## config.mk

```make
export PLATFORM = sky130hd
export DESIGN_NAME = pipe_stage_hs
export DESIGN_NICKNAME = d
export VERILOG_FILES = /design/src/rtl/pipe_pkg.sv /design/src/rtl/pipe_entry_reg.sv /design/src/rtl/pipe_stage_hs.sv
export SDC_FILE = /design/constraint.sdc
export NUM_CORES = 1
export LEC_CHECK = 0
export CORE_MARGIN = 5
export CORE_UTILIZATION = 50
export CTS_BUF_LIST = sky130_fd_sc_hd__clkbuf_4 sky130_fd_sc_hd__clkbuf_8 sky130_fd_sc_hd__clkbuf_16
export CTS_CLUSTER_DIAMETER = 150
export DETAILED_ROUTE_END_ITERATION = 16
export GPL_ROUTABILITY_DRIVEN = 1
export HOLD_SLACK_MARGIN = 0.02
export PLACE_DENSITY = 0.79
export SETUP_SLACK_MARGIN = 0.3
export SYNTH_ARGS = -nofsm -noshare
export SYNTH_HDL_FRONTEND = slang
export SYNTH_SLANG_ARGS = --single-unit
```

## constraint.sdc

```tcl
create_clock -name clock -period 2.9 [get_ports clock]
set_clock_uncertainty 0.2 [all_clocks]
set_input_delay 0.58 -clock clock [delete_from_list [all_inputs] [get_ports clock]]
set_output_delay 0.58 -clock clock [all_outputs]
set_load 0.05 [all_outputs]
```

## src/rtl/pipe_pkg.sv

```systemverilog
`default_nettype none
// ============================================================================
// Module      : pipe_pkg
// Description : Shared types and helpers for the handshaked pipeline stage.
//               Holds the occupancy state encoding and the lane-masking
//               function used when an entry is captured.
// Revision    : 1.0 - initial release
// ============================================================================
package pipe_pkg;

  // Upper bounds for the width-generic lane-mask helper. Callers zero-extend
  // into these widths and truncate the result back to their own bus width.
  localparam int c_MAX_LANES  = 32;
  localparam int c_MAX_DATA_W = 1024;

  // Occupancy of the two-entry stage: nothing held, MAIN only, MAIN and SKID.
  typedef enum logic [1:0] {
    EMPTY = 2'd0,
    ONE   = 2'd1,
    FULL  = 2'd2
  } pipe_state_t;

  // Zero every lane whose mask bit is clear; lanes at or beyond `lanes` are
  // also zeroed so the caller can truncate without stray bits.
  function automatic logic [c_MAX_DATA_W-1:0] mask_lanes(
    input logic [c_MAX_DATA_W-1:0] data,
    input logic [c_MAX_LANES-1:0]  mask,
    input int                      lanes,
    input int                      lane_w
  );
    logic [c_MAX_DATA_W-1:0] lane_ones;
    logic [c_MAX_DATA_W-1:0] result;
    logic [c_MAX_LANES-1:0]  mask_sh;
    lane_ones = ({{(c_MAX_DATA_W-1){1'b0}}, 1'b1} << lane_w)
              - {{(c_MAX_DATA_W-1){1'b0}}, 1'b1};
    result    = data;
    for (int l = 0; l < c_MAX_LANES; l++) begin
      mask_sh = mask >> l;
      if ((l >= lanes) || !mask_sh[0]) begin
        result = result & ~(lane_ones << (l * lane_w));
      end
    end
    return result;
  endfunction

endpackage
`default_nettype wire

```

## src/rtl/pipe_entry_reg.sv

```systemverilog
`default_nettype none
// ============================================================================
// Module      : pipe_entry_reg
// Description : One storage entry of the pipeline stage (control word,
//               destination register, lane-masked data, lane mask). Data is
//               masked on capture; clear kills the control fields only.
// Revision    : 1.0 - initial release
// ============================================================================
module pipe_entry_reg
  import pipe_pkg::*;
#(
  parameter int CTRL_W = 40,
  parameter int ADDR_W = 6,
  parameter int LANES  = 4,
  parameter int LANE_W = 32
) (
  input  logic                    clock,
  input  logic                    async_reset,
  input  logic                    load,
  input  logic                    clear,
  input  logic [CTRL_W-1:0]       in_ctrl,
  input  logic [ADDR_W-1:0]       in_rd,
  input  logic [LANES*LANE_W-1:0] in_data,
  input  logic [LANES-1:0]        in_mask,
  output logic [CTRL_W-1:0]       out_ctrl,
  output logic [ADDR_W-1:0]       out_rd,
  output logic [LANES*LANE_W-1:0] out_data,
  output logic [LANES-1:0]        out_mask
);

  localparam int c_DATA_W = LANES * LANE_W;

  logic [CTRL_W-1:0]   r_ctrl;
  logic [ADDR_W-1:0]   r_rd;
  logic [c_DATA_W-1:0] r_data;
  logic [LANES-1:0]    r_mask;
  logic [c_DATA_W-1:0] w_data_masked;

  // Lanes with a clear mask bit are stored as zero.
  always_comb begin
    w_data_masked = c_DATA_W'(mask_lanes(c_MAX_DATA_W'(in_data),
                                         c_MAX_LANES'(in_mask),
                                         LANES, LANE_W));
  end

  // Clear beats load so a kill in the same cycle as a capture wins; data is
  // left in place on clear since it is meaningless once the entry is invalid.
  always_ff @(posedge clock or negedge async_reset) begin
    if (!async_reset) begin
      r_ctrl <= '0;
      r_rd   <= '0;
      r_data <= '0;
      r_mask <= '0;
    end else if (clear) begin
      r_ctrl <= '0;
      r_rd   <= '0;
      r_mask <= '0;
    end else if (load) begin
      r_ctrl <= in_ctrl;
      r_rd   <= in_rd;
      r_data <= w_data_masked;
      r_mask <= in_mask;
    end
  end

  assign out_ctrl = r_ctrl;
  assign out_rd   = r_rd;
  assign out_data = r_data;
  assign out_mask = r_mask;

endmodule
`default_nettype wire

```

## src/rtl/pipe_stage_hs.sv

```systemverilog
`default_nettype none
// ============================================================================
// Module      : pipe_stage_hs
// Description : Parametrised valid/ready pipeline-stage register with a
//               two-entry skid buffer (registered in_ready), synchronous
//               flush, per-lane write masking and a saturating stall counter.
// Revision    : 1.0 - initial release
// ============================================================================
module pipe_stage_hs
  import pipe_pkg::*;
#(
  parameter int CTRL_W = 40,
  parameter int ADDR_W = 6,
  parameter int LANES  = 4,
  parameter int LANE_W = 32,
  parameter int CNT_W  = 16
) (
  input  logic                    clock,
  input  logic                    async_reset,
  input  logic                    in_valid,
  output logic                    in_ready,
  input  logic [CTRL_W-1:0]       in_ctrl,
  input  logic [ADDR_W-1:0]       in_rd,
  input  logic [LANES*LANE_W-1:0] in_data,
  input  logic [LANES-1:0]        in_mask,
  input  logic                    flush,
  output logic                    out_valid,
  input  logic                    out_ready,
  output logic [CTRL_W-1:0]       out_ctrl,
  output logic [ADDR_W-1:0]       out_rd,
  output logic [LANES*LANE_W-1:0] out_data,
  output logic [LANES-1:0]        out_mask,
  output logic [CNT_W-1:0]        stall_count
);

  localparam int c_DATA_W = LANES * LANE_W;

  pipe_state_t         r_state;
  pipe_state_t         w_state_nxt;
  logic                r_in_ready;
  logic                r_out_valid;
  logic [CNT_W-1:0]    r_stall_count;

  logic                w_in_fire;
  logic                w_out_fire;
  logic                w_main_load;
  logic                w_main_from_skid;
  logic                w_skid_load;

  logic [CTRL_W-1:0]   w_skid_ctrl;
  logic [ADDR_W-1:0]   w_skid_rd;
  logic [c_DATA_W-1:0] w_skid_data;
  logic [LANES-1:0]    w_skid_mask;

  logic [CTRL_W-1:0]   w_main_ctrl_d;
  logic [ADDR_W-1:0]   w_main_rd_d;
  logic [c_DATA_W-1:0] w_main_data_d;
  logic [LANES-1:0]    w_main_mask_d;

  assign w_in_fire  = in_valid && r_in_ready;
  assign w_out_fire = r_out_valid && out_ready;

  // Occupancy transitions; flush overrides everything and empties the stage.
  always_comb begin
    w_state_nxt = r_state;
    if (flush) begin
      w_state_nxt = EMPTY;
    end else begin
      case (r_state)
        EMPTY:   if (w_in_fire) w_state_nxt = ONE;
        ONE: begin
          if (w_in_fire && !w_out_fire)      w_state_nxt = FULL;
          else if (!w_in_fire && w_out_fire) w_state_nxt = EMPTY;
        end
        FULL:    if (w_out_fire) w_state_nxt = ONE;
        default: w_state_nxt = EMPTY;
      endcase
    end
  end

  // MAIN refills from SKID when draining FULL, otherwise from the input;
  // SKID only captures when an input arrives while MAIN is stuck.
  always_comb begin
    w_main_from_skid = (r_state == FULL);
    w_main_load      = !flush &&
                       (((r_state == EMPTY) && w_in_fire) ||
                        ((r_state == ONE) && w_in_fire && w_out_fire) ||
                        ((r_state == FULL) && w_out_fire));
    w_skid_load      = !flush && (r_state == ONE) && w_in_fire && !w_out_fire;
    w_main_ctrl_d    = w_main_from_skid ? w_skid_ctrl : in_ctrl;
    w_main_rd_d      = w_main_from_skid ? w_skid_rd   : in_rd;
    w_main_data_d    = w_main_from_skid ? w_skid_data : in_data;
    w_main_mask_d    = w_main_from_skid ? w_skid_mask : in_mask;
  end

  // State plus registered handshake outputs, all derived from the next state
  // so in_ready never sees out_ready combinationally.
  always_ff @(posedge clock or negedge async_reset) begin
    if (!async_reset) begin
      r_state     <= EMPTY;
      r_in_ready  <= 1'b1;
      r_out_valid <= 1'b0;
    end else begin
      r_state     <= w_state_nxt;
      r_in_ready  <= (w_state_nxt != FULL);
      r_out_valid <= (w_state_nxt != EMPTY);
    end
  end

  // Count cycles the downstream refuses a valid entry, saturating at all-ones.
  always_ff @(posedge clock or negedge async_reset) begin
    if (!async_reset) begin
      r_stall_count <= '0;
    end else if (r_out_valid && !out_ready && (r_stall_count != '1)) begin
      r_stall_count <= r_stall_count + CNT_W'(1);
    end
  end

  pipe_entry_reg #(
    .CTRL_W (CTRL_W),
    .ADDR_W (ADDR_W),
    .LANES  (LANES),
    .LANE_W (LANE_W)
  ) u_main (
    .clock       (clock),
    .async_reset (async_reset),
    .load        (w_main_load),
    .clear       (flush),
    .in_ctrl     (w_main_ctrl_d),
    .in_rd       (w_main_rd_d),
    .in_data     (w_main_data_d),
    .in_mask     (w_main_mask_d),
    .out_ctrl    (out_ctrl),
    .out_rd      (out_rd),
    .out_data    (out_data),
    .out_mask    (out_mask)
  );

  pipe_entry_reg #(
    .CTRL_W (CTRL_W),
    .ADDR_W (ADDR_W),
    .LANES  (LANES),
    .LANE_W (LANE_W)
  ) u_skid (
    .clock       (clock),
    .async_reset (async_reset),
    .load        (w_skid_load),
    .clear       (flush),
    .in_ctrl     (in_ctrl),
    .in_rd       (in_rd),
    .in_data     (in_data),
    .in_mask     (in_mask),
    .out_ctrl    (w_skid_ctrl),
    .out_rd      (w_skid_rd),
    .out_data    (w_skid_data),
    .out_mask    (w_skid_mask)
  );

  assign in_ready    = r_in_ready;
  assign out_valid   = r_out_valid;
  assign stall_count = r_stall_count;

endmodule
`default_nettype wire

```

==> metrics.txt, run 1 <==
Int Pwr 0.0114 W; I/O pin count 379; Setup CP Type register to primary output; CP max stage delay 840 ps; FP Rows 67; xor/xnor share of the synthesized area 0.312%; Clk pwr share 29.1%; Buffers on Ports 378; Die H 194 um; syn_nets 1920; Final Setup Violations 0; DR pass1 iterations 6; worst-path cell chain clkdlybuf4s50_1; Hold Vio Cnt, Final 0; Worst-Skew Late Latency 520 ps; die width 194 um; initial core utilization 50.4%; Max-Cap Viols 0; ANT nets after route 0; 1st-iter DRT viols 1292; Critical Path AT 1780 ps; Area Growth Syn to Fin 33.1%; Placed Instances 2462; Via density 5.61; setup TNS 0 ps; Adder-Cell Fraction of Synth Area 0.0742%; CP max stage cell clkdlybuf4s50_1; CP required 2120 ps; Worst-path clk slew 60 ps; Worst setup SP type register; register area share after synthesis 55.8%; cell area after synthesis 0.0169 sq mm; main combinational cell family by area after synthesis simple AND/OR/NAND/NOR gates; die area 0.0375 sq mm; Routability Congestion 0.886; Avg Inst Size Synth 9.71 sq um; Place WS 39.5 ps; Tcrit/Tclk final 88.2%; initial antenna violation count 2; P per Cell Area 785 mW/mm^2; cts bufs inserted 40; Tot GR Track Use 24.5%; post-synthesis compound-gate area fraction 11.1%; H-tree depth 2; Logic pwr share 30.8%; Buffers & Inverters on Critical Path 1; largest net degree at the start of global routing 155; hold path startpoint flush; vias in the first global route 14300; sequential power share 40.1%; Worst slew margin 39.0%; DRC 0; FMAX 391 MHz; worst vdd ir 0.000596 V; Worst-Margin Slew 915 ps; Final Routed Wirelength 47800 um; Sw Ratio 35.1%; slack of the critical path 343 ps; #FFs+latches synth 376; Crit. End Element primary output; Mapped Cells 1736; reg2reg start out_valid; grt ovf 0; Sinks on Clock Net 376; CTS root buf clkbuf_16; Synth cell types 43; Net count, final 2241; CTS tree done; Tmin final 2560 ps; via count 14200; global-route wire length before repair 76700 um; Critical Path Source stall_count[10]; layout cells sized above 1 12.2%; wire per inst 18.9 um; hold crit path type primary input to register; most frequent cells in the layout nand2_1 (463), dfrtp_1 (375), clkdlybuf4s50_1 (362), nand3_1 (137), o21ai_0 (136); Core Area 0.0334 sq mm; commonest non-fill, non-tap cell in the layout nand2_1; outcome completed; Slew Limit Fails 0; RSZ-0062 raised after global routing no; ant diodes 0; Lkg Pwr 9.91 nW; Clock Tree Buf Depth 3; YS warnings 0; delay-heaviest family, CP buffers and inverters; Psw 0.00619 W; Non-Filler Instances 2530; post-DP HPWL 32100 um; crit-path max FO 5; mux cell area share after synthesis 8.88%; post-synthesis simple-gate area fraction 19.3%
[cells in the mapped netlist (all sizes together)]
library cell  instances  area (sq um)
nand4                 1          6.26
xor2                  2          17.5
nor2                 10          37.5
ha                    1          12.5
nand2               463          1740
a41oi                 1          8.76
o21ba                 1          10.0
clkbuf               93           349
o21ai               264          1320
nor3                 53           270
nand2b                6          37.5
a311oi               50           438
dfstp                 1          26.3
nand3               137           686
nand3b               48           373
nand4b                2          17.5
a21boi                1          7.51
a21bo                 1          10.0
mux2                132          1490
inv                   5          18.8
dfrtp               375          9380
nor4                  4          31.3
or3                   2          17.5
mux2i                 1          10.0
a221o                 1          10.0
xnor2                 4          35.0
a31oi                 2          12.5
nor2b                 3          18.8
buf                  58           388
and3                  2          12.5
or2                   2          12.5
a21oi                 9          48.8
a22oi                 1          7.51
[layer usage]
| layer | track usage [%] | part of all wire, % | up-vias |
|---|---|---|---|
| met5 | 0 | 0.071 | - |
| met4 | 6.24 | 2.6 | 4 |
| met3 | 4.69 | 7.1 | 82 |
| met2 | 39.6 | 48 | 562 |
| met1 | 34.5 | 42 | 6950 |
| li1 | - | - | 6602 |
[what timing repair did]
item | in CTS | in global routing
hold buffers | 1 | 0
buffers inserted | 0 | 0
pin swaps | 0 | 0
endpoints found under the hold margin | 54 | 0
resized for setup | 7 | 7
endpoints found under the setup margin | 7 | 7
[metrics by stage]
stage	instance area, sq um	power [W]	hold slack (ps)	utilization (%)
after detailed placement	21100	0.0126	276	63.1
after global routing	22400	0.0184	147	67.1
after floorplan	16900	0.0104	84.4	-
after global placement	21100	0.0124	266	63.1
final	22400	0.0176	170	67.1
after CTS	22400	0.0177	147	67.0
[final cells by class]
| cell class | instances | area [sq um] |
|---|---|---|
| fillers | 2458 | 11000 |
| flip-flops and latches | 376 | 9410 |
| multi-input cells | 1204 | 6730 |
| repair buffers | 430 | 4400 |
| clock buffers | 56 | 1180 |
| well taps | 448 | 561 |
| clock inverters | 11 | 141 |
| inverters | 5 | 18.8 |
[power groups by stage]
stage                     clock, W  sequential, W  combinational, W
final                      0.00512        0.00706           0.00543
after global routing       0.00542        0.00719           0.00576
after CTS                  0.00520        0.00706           0.00547
after detailed placement         0        0.00712           0.00545
after global placement           0        0.00706           0.00535
after floorplan                  0        0.00891           0.00149
[path summary, 6_finish.rpt]
kind | end | slack (ps) | depth (start not counted)
max | stall_count[10] | 340 | 1
min in group asynchronous | u_skid.out_ctrl[18] | 410 | 2
min reg2reg | u_skid.out_data[106] | 280 | 2
min | r_state[0] | 170 | 2
max reg2reg | u_main.out_ctrl[27] | 610 | 6
max in group asynchronous | u_main.out_data[21] | 1180 | 3
[cells by family (layout without fill, tap and decap cells)]
group,Yosys count,count (layout)
buf+inv,156,502
mux,133,133
simple gates,733,733
flops,376,376
fa+ha+maj,1,1
compound gates,331,331
xor+xnor,6,6
[registers in the layout, summed over array words and instances (netlist names)]
signal	cells
u_main.out_data	128
u_skid.out_data	128
u_main.out_ctrl	40
u_skid.out_ctrl	40
stall_count	16
u_main.out_rd	6
u_skid.out_rd	6
u_main.out_mask	4
u_skid.out_mask	4
r_state	2
in_ready	1
out_valid	1
No activity file was read; power rests on OpenSTA's default activity.
==> run 2: changes to the inputs <==
CTS_CLUSTER_SIZE = 28   (was unset)
==> run 2 against run 1 <==
  * Count of clock-buffer cells in the layout shrank 33
  * Register-to-register slack hardly changed
  * Largest cell class unchanged
  * Cell area decreased by 3.6%
  * Cell count shrank 1.6%
==> metrics.txt, run 2 (same netlist as run 1, synthesis figures left out) <==
FP Rows 67; initial core utilization 50.4%; CP max stage delay 830 ps; Buffers on Ports 378; reg2reg start out_valid; Final Setup Violations 0; Worst-Margin Slew 911 ps; Area Growth Syn to Fin 28.2%; Psw 0.00575 W; most frequent cells in the layout nand2_1 (463), dfrtp_1 (375), clkdlybuf4s50_1 (353), nand3_1 (137), o21ai_0 (136); CP max stage cell clkdlybuf4s50_1; DRC 0; Clk pwr share 18.2%; post-DP HPWL 32100 um; Final Routed Wirelength 46700 um; 1st-iter DRT viols 1218; Max-Cap Viols 0; die width 194 um; Tmin final 2550 ps; Non-Filler Instances 2489; Net count, final 2218; flop2flop setup slack 610 ps; Hold Path Sink r_state[0]; FF-to-FF path depth 6; Die H 194 um; hold path startpoint flush; Reg-to-Reg End u_main.out_ctrl[27]; Hold Path Cell Cnt 2; setup TNS 0 ps; delay-heaviest family, CP buffers and inverters; worst-path cell chain clkdlybuf4s50_1; Core Area 0.0334 sq mm; Placed Instances 2462; Place WS 39.5 ps; Worst slew margin 39.3%; Sinks on Clock Net 376; Via density 5.63; fill cell count 2569; CTS root buf clkbuf_16; Critical Path AT 1770 ps; via count 14000; global-route wire length before repair 75500 um; initial antenna violation count 4; Sw Ratio 37.8%; cts bufs inserted 17; H-tree depth 1; Worst-path clk slew 100 ps; grt ovf 0; die area 0.0375 sq mm; P per Cell Area 704 mW/mm^2; Clock Tree Buf Depth 3; Worst-Skew Late Latency 510 ps; hold crit path type primary input to register; DR pass1 iterations 5; ANT nets after route 0; RSZ-0062 raised after global routing no; commonest non-fill, non-tap cell in the layout nand2_1; Worst setup SP type register; largest net degree at the start of global routing 155; outcome completed; vias in the first global route 14000; crit-path max FO 2; I/O pin count 379; Hold Vio Cnt, Final 0; Tcrit/Tclk final 87.9%; Lkg Pwr 9.59 nW; FMAX 392 MHz; CTS tree done; Crit. End Element primary output; slack of the critical path 351 ps; Setup CP Type register to primary output; worst vdd ir 0.000561 V; Buffers & Inverters on Critical Path 1; Routability Congestion 0.886; layout cells sized above 1 10.3%; Slew Limit Fails 0; Logic pwr share 35.5%; Int Pwr 0.00946 W; Final Util 64.6%; wire per inst 18.7 um; sequential power share 46.3%; CP required 2120 ps; Tot GR Track Use 24.0%; Worst path depth 1
## run 2: changes by cell type in the layout (fill, tap and decap cells not counted), sizes merged
cell and change:
bufinv -3, clkbuf -33, clkdlybuf4s50 -9, clkinv -6, diode +2, dlygate4sd2 +4
dlymetal6s2s +5, inv -1
## run 2: how the worst max path moves through the flow
stage / slack [ps] / endpoint / startpoint
5_1_grt: 300 / out_data[121] / u_main.out_data[121]
3_5_place_dp: 40 / u_main.out_ctrl[27] / in_valid
3_3_place_gp: 140 / u_main.out_ctrl[39] / out_ready
4_1_cts: 300 / stall_count[12] / stall_count[12]
6_report: 350 / out_data[121] / u_main.out_data[121]
2_1_floorplan: 600 / u_main.out_data[10] / out_valid
## run 2: layer usage
| metal | share of wire [%] | track usage, % |
|---|---|---|
| met3 | 7.4 | 4.62 |
| met5 | 0.073 | 0 |
| met4 | 2.1 | 5.25 |
| met2 | 48 | 38.8 |
| met1 | 43 | 34.2 |
## run 2: per-stage QoR
stage	instance area (sq um)	hold WS [ps]	power [W]
global placement	21100	266	0.0124
finish	21600	157	0.0152
floorplan	16900	84.4	0.0104
detailed placement	21100	276	0.0126
global route	21600	121	0.0160
CTS	21600	125	0.0154
## run 2: layout make-up
type | count | area (sq um) | share of cell area (%)
repair buffers | 430 | 4410 | 20.4
well taps | 448 | 561 | 2.59
inverters | 5 | 18.8 | 0.0868
clock buffers | 23 | 470 | 2.18
flip-flops and latches | 376 | 9410 | 43.5
clock inverters | 1 | 16.3 | 0.0752
multi-input cells | 1204 | 6730 | 31.1
diodes | 2 | 5.00 | 0.0232
## run 2: power by group through the flow
| stage | logic, W | clock network [W] | registers (W) |
|---|---|---|---|
| 2_1_floorplan | 0.00149 | 0 | 0.00891 |
| 3_3_place_gp | 0.00535 | 0 | 0.00706 |
| 3_5_place_dp | 0.00545 | 0 | 0.00712 |
| 4_1_cts | 0.00545 | 0.00287 | 0.00703 |
| 5_1_grt | 0.00574 | 0.00306 | 0.00717 |
| 6_report | 0.00540 | 0.00278 | 0.00704 |
## run 2: timing repair
action | CTS | global route
hold buffers | 1 | 0
buffers inserted | 0 | 0
setup endpoints to repair | 11 | 12
hold endpoints to repair | 54 | 0
gates resized for setup | 11 | 12
==> run 3: changes to the inputs <==
PLACE_DENSITY = 0.78   (was 0.79)
SYNTH_HIERARCHICAL = 1   (was unset)
==> run 3 against run 2 <==
  * Wire length grew 0.48%
  * Critical endpoint is now out_data[82]
  * Non-clock buffer count shrank 20
  * Sequential share of layout area shrank 2.8 points
  * Flip-flop and latch count is the same
  * Sequential power grew 14%
  * Count of clock-buffer cells in the layout shrank 1
  * Area after synthesis grew 9.0%
==> metrics.txt, run 3 <==
outcome completed; crit-path max FO 2; setup TNS 0 ps; Top FF cell, synth dfrtp_1; Area contributors post-synth dfrtp_1 (51%), mux2i_1 (19%), mux2_2 (11%); I/O pin count 379; wire per inst 18.8 um; cell area after synthesis 0.0184 sq mm; initial antenna violation count 4; via count 12800; grt ovf 0; Max-Cap Viols 0; layout cells sized above 1 12.1%; Via density 5.12; Power Total 0.0184 W; FP Rows 70; DRC 0; Async SR Flop Fraction 100%; YS warnings 6; Hold Path Cell Cnt 2; Worst slew margin 31.5%; CTS root buf clkbuf_16; CP max stage cell clkdlybuf4s50_1; Net count, final 2206; Register Area 0.00941 sq mm; CP max stage delay 830 ps; vias in the first global route 13600; die width 202 um; FMAX 392 MHz; Setup CP Type register to primary output; FF-to-FF path depth 5; Worst path depth 1; fill cell count 2875; footprint of the multi-input gates 0.00739 sq mm; Avg Inst Size Synth 10.8 sq um; number of synthesized flops with an enable pin 0; Worst-path clk slew 110 ps; RSZ-0062 raised after global routing no; count leader, synth dfrtp_1; Worst-Margin Slew 1030 ps; delay-heaviest family, CP buffers and inverters; H-tree depth 1; syn_nets 1882; Final Setup Violations 0; Lkg Pwr 10.4 nW; post-DP HPWL 32000 um; Buffers on Ports 378; Tot GR Track Use 22.4%; Area Growth Syn to Fin 25.7%; initial core utilization 50.5%; Clock Tree Buf Depth 3; worst-path cell chain clkdlybuf4s50_1; largest area contributor in the netlist dfrtp_1; Mapped Cells 1698; global-route wire length before repair 75500 um; cts bufs inserted 17; Crit. End Element primary output; register area share after synthesis 51.2%; #FFs+latches synth 376; Sinks on Clock Net 376; Core Area 0.0364 sq mm; synth cell count leaders dfrtp_1 (375), mux2i_1 (356), nand2_1 (264); P per Cell Area 796 mW/mm^2; Slew Limit Fails 0; Buffers & Inverters on Critical Path 1; Tcrit/Tclk final 88.0%; worst vdd ir 0.000570 V; commonest non-fill, non-tap cell in the layout dfrtp_1; Die H 202 um; 1st-iter DRT viols 785; Worst-Skew Late Latency 520 ps; die area 0.0407 sq mm; hold crit path type primary input to register; Tmin final 2550 ps; largest net degree at the start of global routing 100; Routability Congestion 0.821; CP required 2120 ps; CTS tree done; Synth cell types 31; Hold Vio Cnt, Final 0; most frequent cells in the layout dfrtp_1 (375), mux2i_1 (356), clkdlybuf4s50_1 (353), nand2_1 (264), inv_1 (260); Final Routed Wirelength 46900 um; Critical Path AT 1770 ps; DR pass1 iterations 5; Yosys top cell area share 51.0%; ANT nets after route 0; Worst setup SP type register
run 3: cell count changes after synthesis, moves of 128 or more:
cell     previous run  this run
nand2_1           463       264
nand3_1           137         9
o21ai_1           128         0
inv_1               5       260
mux2i_1             1       356
o21ai_0           136         1
run 3: per-layer routing:
| layer | vias up | GRT usage (%) | share of wire [%] |
|---|---|---|---|
| li1 | 6035 | - | - |
| met1 | 6378 | 31.6 | 45 |
| met2 | 320 | 37.1 | 49 |
| met3 | 49 | 3.32 | 4.6 |
| met4 | 0 | 5.18 | 2.1 |
| met5 | - | 0 | 0 |
run 3: area by class of cell:
class,instances,area share (%)
Clock inverter,1,0.0704
Antenna cell,4,0.0433
Clock buffer,22,2.00
Timing Repair Buffer,410,18.5
Inverter,260,4.22
Sequential cell,376,40.7
Tap cell,468,2.53
Multi-Input combinational cell,957,32.0
run 3: power breakdown:
group / switching, W / internal (W)
logic: 0.00481 / 0.00279
clock network: 0.00164 / 0.00115
registers: 0.00106 / 0.00694
total: 0.00751 / 0.0109
run 3: kinds of logic (layout without fill, tap and decap cells):
| group | count (synthesis) | after routing | share of synthesized area (%) |
|---|---|---|---|
| mux | 536 | 536 | 30.4 |
| simple gates | 398 | 398 | 8.56 |
| flops | 376 | 376 | 51.2 |
| buf+inv | 365 | 693 | 8.79 |
| xor+xnor | 14 | 14 | 0.667 |
| compound gates | 8 | 8 | 0.306 |
| fa+ha+maj | 1 | 1 | 0.0680 |
| other cells | 0 | 4 | 0 |
run 3: through the flow:
stage	hold WS, ps	worst slack [ps]	util (%)	std cells	cell area, sq um
final	141	348	63.4	2498	23100
after global routing	127	304	63.4	2498	23100
after CTS	118	301	63.3	2494	23100
after detailed placement	308	65.5	62.0	2470	22600
after global placement	298	87.9	62.0	2470	22600
after floorplan	84.4	655	-	1698	18400
run 3: worst paths after layout:
path | end | slack (ps) | startpoint
max | out_data[82] | 350 | u_main/out_data[82]
min | u_skid/out_mask[0] | 140 | flush
max reg2reg | u_main/out_data[12] | 500 | r_state[0]
min reg2reg | u_skid/out_data[113] | 320 | u_skid/out_data[113]
max in group asynchronous | in_ready | 1290 | async_reset
min in group asynchronous | u_skid/out_ctrl[20] | 390 | async_reset
run 3: timing repair:
item	in CTS	in global routing
endpoints found under the hold margin	48	0
cloned	0	0
setup buffers	0	0
endpoints found under the setup margin	9	14
pin swaps	0	0
hold buffers	1	0
gates resized for setup	9	14
